<file path="src/rtl/gen_dncntr_timer.sv">
// gen_dncntr_timer: loadable, retriggerable down-counter with expiry pulse and sticky flag.
// Optional GEN_DNCNTR_AUTORELOAD_EN: reload and keep running at expiry instead of stopping.
module gen_dncntr_timer #(
  parameter int MAX_LOAD = 52,
  localparam int W = ($clog2(MAX_LOAD + 1) < 1) ? 1 : $clog2(MAX_LOAD + 1)
) (
  input  logic         clk_in,
  input  logic         rst_in,
  input  logic [W-1:0] load_val_in,
  input  logic         start_in,
  input  logic         hold_in,
  input  logic         abort_in,
  output logic [W-1:0] count_out,
  output logic         busy_out,
  output logic         expired_out,
  output logic         expire_pls_out
);
  localparam logic [W-1:0] MAX_W = W'(MAX_LOAD);
  typedef enum logic [1:0] {IDLE, RUN, EXPIRED} state_t;
  state_t state;
  logic [W-1:0] load_clamped;
  assign load_clamped = (load_val_in > MAX_W) ? MAX_W : load_val_in;
`ifdef GEN_DNCNTR_AUTORELOAD_EN
  logic [W-1:0] reload_val;
  always_ff @(posedge clk_in or posedge rst_in)
    if (rst_in) reload_val <= '0;
    else if (start_in && !abort_in) reload_val <= load_clamped;
`endif
  always_ff @(posedge clk_in or posedge rst_in) begin
    if (rst_in) begin
      state          <= IDLE;
      count_out      <= '0;
      busy_out       <= 1'b0;
      expired_out    <= 1'b0;
      expire_pls_out <= 1'b0;
    end else begin
      expire_pls_out <= 1'b0;
      if (abort_in) begin
        state       <= IDLE;
        count_out   <= '0;
        busy_out    <= 1'b0;
        expired_out <= 1'b0;
      end else if (start_in) begin
        state       <= RUN;
        count_out   <= load_clamped;
        busy_out    <= 1'b1;
        expired_out <= 1'b0;
      end else if (state == RUN && !hold_in) begin
        if (count_out != '0) count_out <= count_out - 1'b1;
        else begin
          expire_pls_out <= 1'b1;
`ifdef GEN_DNCNTR_AUTORELOAD_EN
          count_out      <= reload_val;
`else
          state          <= EXPIRED;
          busy_out       <= 1'b0;
          expired_out    <= 1'b1;
`endif
        end
      end
    end
  end
endmodule

</file>
<file path="config.mk">
export PLATFORM = sky130hd
export DESIGN_NAME = gen_dncntr_timer
export DESIGN_NICKNAME = d
export VERILOG_FILES = /design/src/rtl/gen_dncntr_timer.sv
export SDC_FILE = /design/constraint.sdc
export NUM_CORES = 1
export LEC_CHECK = 0
export CORE_MARGIN = 2
export CORE_UTILIZATION = 39
export DETAILED_ROUTE_END_ITERATION = 8
export MAX_ROUTING_LAYER = met4
export PLACE_DENSITY_LB_ADDON = 0.3
export SETUP_SLACK_MARGIN = 0.15
export SLEW_MARGIN = 20
export SYNTH_ARGS = -nofsm -noshare
export SYNTH_HDL_FRONTEND = slang
export SYNTH_SLANG_ARGS = --single-unit
</file>
<file path="constraint.sdc">
create_clock -name clk_in -period 1.8 [get_ports clk_in]
set_input_delay 0.36 -clock clk_in [delete_from_list [all_inputs] [get_ports clk_in]]
set_output_delay 0.36 -clock clk_in [all_outputs]
set_load 0.02 [all_outputs]
</file>
Yosys cells after proc, flatten, opt, wreduce, memory -nomap -nowiden
Cells that the tools add are included.
- input bits: 11
- register bits: 11
- output and inout port bits: 9
- reduce and logical (&&, ||, !) cells: 7
- order comparisons: 1
- muxes and demuxes: 21
- add/subtract/negate cells: 1
- equality and inequality tests: 2
- operators with widths (kind ; count):
    $mux W6 ; 5
    $mux W1 ; 12
    $mux W2 ; 4
    $gt A6 B6 Y1 const B ; 1
    $reduce_bool A3 Y1 ; 2
    $reduce_bool A6 Y1 ; 1
    $sub A6 B1 Y6 const B ; 1
    $reduce_and A2 Y1 ; 2
    $ne A3 B3 Y1 const B ; 1
    $eq A2 B1 Y1 const B ; 1
    $logic_and A1 B1 Y1 ; 1
    $logic_not A1 Y1 ; 1

Logic depth before layout (Yosys ltp)
- word-level depth: 5
- gate-level depth with buffers: 6

Worst setup path after synthesis
OpenSTA, ideal clock, no wires.
- path kind: register -> register
- start point: register count_out[0]
- end point: register count_out[5]
- path buffers: 0
- cell stages (with the launch flop): 6
- period minus slack after synthesis: 1.785 ns
- data arrival time: 1.673 ns
- setup time: 0.111 ns
- data required time: 1.689 ns
- setup slack: 0.015 ns
- cell sequence: dfrtp_1 -> inv_1 -> ha_1 -> or3b_2 -> and4_1 -> a2111oi_2
- cells in the longest elaborated chain, start to end: 5
- elaborated cells on any way between the ends: 8
- those cells by class: add/sub (1); mux (4); reduce/logical (3)
- ends and longest elaborated chain (element ; RTL line ; source):
    from (decl) ; 13 ; output logic [W-1:0] count_out,
    from (signal assigned) ; 45 ; count_out <= load_clamped;
    from (signal assigned) ; 49 ; if (count_out != '0) count_out <= count_out - 1'b1;
    $sub A6 B1 Y6 ; 49 ;
    $mux W6 ; 49 ;
    $mux W6 ; 48 ; end else if (state == RUN && !hold_in) begin
    $mux W6 ; 43 ; end else if (start_in) begin
    $mux W6 ; 38 ; if (abort_in) begin
Several ways; a longest one is shown, not always the timed one. The select of a mux whose other input is x is not followed.
A chain may end at the register's enable or synchronous reset.

Worst setup path after layout
- start point: register count_out[1]
- end point: register count_out[1]
The elaborated chain is that of the path after synthesis.

==> summary.txt <==
Placed design
  – I/O Buffers: 19
  – DP Area: 873.3 um^2
  – Hpwl dp: 1.290 mm
  – Placer's final routability congestion estimate: between 0.8 and 0.9

Pwr
  – PwrDens: 632.5 mW/mm^2
  – Pleak: 0.4147 nW
  – Peak supply drop: 0.4411 mV

Setup path
  – CP endpoint kind: flip-flop
  – Critical path type: reg2reg
  – Crit path arrival time: 1.82 ns
  – Critical Path RT: 1.98 ns
  – Critical path launch point type: flip-flop
  – Max FO, Critical Path: 6

Routing
  – Post-DR wirelength/cell: 14.88 um
  – DRC errors left: 0
  – Final wirelength: about 1.7 mm
  – Vias after detailed routing: 650
  – Post-route ant nets: 0
  – DR vias/cell: 5.804
  – DRT Pass-1 Iters: 4
  – 1st-iter DRT viols: 13

Final layout
  – Multi-input gate area: 380.4 um^2
  – Ant. Diodes: 0
  – Finished Cell Area: 927.1 um^2
  – Final-layout fill cell count: between 100 and 150
  – Most frequent cells in the layout: 13 x clkdlybuf4s50_1, 8 x buf_4, 7 x dfrtp_1
  – Post-layout util: 0.6227
  – Nets@finish: 110
  – Commonest non-fill, non-tap cell in the layout: clkdlybuf4s50_1
  – FF/Latch Area: 227.7 um^2
  – Area growth syn-to-layout: 52.16%
  – Share of cells above drive strength 1: 0.2500

Clocking
  – H-Tree Depth: 1
  – Clk slew on worst S/H paths: 0.06 ns
  – Hold buffers post-CTS: 0
  – Worst skew pair latency: around 0.27 ns
  – CTS Buffer Depth: 2
  – Clock sinks: 9
  – CTS Root Cell: clkbuf_4
  – TritonCTS clock tree: done
  – CTS buffer count: 3

Yosys
  – Synth area leaders: dfrtp_1 37%, o211ai_1 6.2%, o2111ai_1 4.3%
  – Synth Area in XOR/XNOR: 0
  – Sequential-to-total area share from yosys stat: 0.3696
  – Top-area cell type share of the netlist area: 0.3696
  – Syn. warnings: 0
  – Yosys reg bits: 9
  – Synth unique cells: 28
  – Largest family of logic cells by synthesized area: simple AND/OR/NAND/NOR gates
  – Synth Area in Compound Gates: 0.2505
  – Cells after Synth: 68
  – Simple-gate portion of the synthesized area: 0.2813
  – Syn nets: 81
  – Adder-Cell Fraction of Synth Area: 0.04107
  – Mapped cell area: 609.3 um^2
  – Syn avg cell area: 8.961 um^2
  – Synth area leader: dfrtp_1
  – Post-synthesis mux area share: 0

Global routing
  – Initial antenna violation count: 0
  – Global route overflow: 0
  – Largest net degree at the start of global routing: 10
  – First-pass GRT wire length: between 2 and 3 mm
  – Global Route Usage Sum: 0.2002
  – Vias in the first global route: 599

Floorplanning
  – Row cnt: 14
  – Initial Utilization: 0.4092
  – Die Wd: 43.53 um
  – IO Pins: 20
  – Die height: 43.53 um
  – Core Region: about 0.0015 mm^2
  – Die area: 0.001894 mm^2

Timing
  – Period utilization: 0.9098
  – Slew Limit Fails: 0
  – Final setup fails: 0
  – Endpoints failing hold: 0
  – Max_slew headroom: 0.7179
  – Fmax: 0.6106 GHz
  – Fin crit period: about 1.6 ns
  – RSZ-0062 raised after global routing: yes
  – Post-route clock skew: 0.0004524 ns
  – Worst slew pin tran: ~0.42 ns

Job
  – Max Cap Viol: 0

Status
  – Status: finished clean

Worst hold path
  – Tightest Hold Check Type: in2async
-- stage by stage --
| stage | instances | hold slack, ns | power [mW] | setup slack, ns | TNS, ns |
|---|---|---|---|---|---|
| 3_3_place_gp | 106 | 0.5379 | 0.4107 | 0.01498 | 0 |
| 3_5_place_dp | 106 | 0.5479 | 0.4169 | -0.03727 | -0.03727 |
| 5_1_grt | 112 | 0.4025 | 0.6182 | 0.08857 | 0 |
| 2_1_floorplan | 68 | 0.1878 | 0.3401 | 0.1595 | 0 |
| 4_1_cts | 110 | 0.3590 | 0.5754 | 0.1525 | 0 |
| 6_report | 112 | 0.3534 | 0.5864 | 0.1623 | 0 |
-- cell families (layout without fill, tap and decap cells) --
group	after synthesis	after routing
AOI/OAI and AO/OA	19	19
adders and majority gates	2	2
and+or+nand+nor	29	29
buffers and inverters	9	37
DFF	9	9
-- path summary, 6_finish.rpt --
kind / cells after the start / end / slack, ns / startpoint
hold / removal: 2 / expire_pls_out / 0.35 / rst_in
setup / recovery: 5 / count_out[1] / 0.16 / count_out[1]
max in group asynchronous: 2 / count_out[1] / 1.17 / rst_in
setup reg to reg: 5 / count_out[1] / 0.16 / count_out[1]
hold reg to reg: 1 / expired_out / 0.56 / expired_out
min in group clk_in: 1 / expired_out / 0.56 / expired_out
-- critical path, cell delays in order, from the launching register on --
cell      delay [ns]
dfrtp_2         0.43
inv_2           0.09
ha_4            0.14
or4b_4          0.51
o21a_1          0.21
o211ai_1        0.17
-- flip-flops by register name (all words and copies together), names as in the netlist --
signal          count
count_out           6
state               1
expired_out         1
expire_pls_out      1
-- layout make-up --
cell class,count,share of cell area
flip-flops and latches,9,0.2456
well taps,16,0.02159
multi-input cells,50,0.4103
repair buffers,27,0.2699
clock buffers,4,0.02834
inverters,6,0.02429
-- report_power, final --
part,total (mW),switching (mW),internal [mW]
combinational,0.191,0.0951,0.0962
clock,0.164,0.0779,0.0859
sequential,0.231,0.0166,0.215
total,0.586,0.190,0.397
-- synthesized netlist by cell type, drive strengths merged --
cell	number
a31oi	1
inv	6
and2	2
a21oi	1
o21ai	1
ha	2
o211ai	5
a41oi	1
a2111oi	1
and4	1
buf	1
nand2	5
nand3	3
nor3	5
dfrtp	9
clkbuf	2
nor2	3
or3b	2
nor3b	1
o21a	2
or2	1
o2111ai	3
o31ai	1
nor2b	4
or4b	1
o41ai	1
nand4b	1
a311oi	2
-- per-layer routing --
layer,share of wire,global-route usage
met3,0.029,0.02500
met4,0.014,0.09091
met5,0,-
met2,0.48,0.3104
met1,0.48,0.2596
-- repair_timing --
item,in CTS,in global routing
pin swaps,0,0
setup endpoints to repair,4,11
cloned,0,0
setup buffers,0,2
resized for setup,4,4
Power figures use the tool's default switching activity.
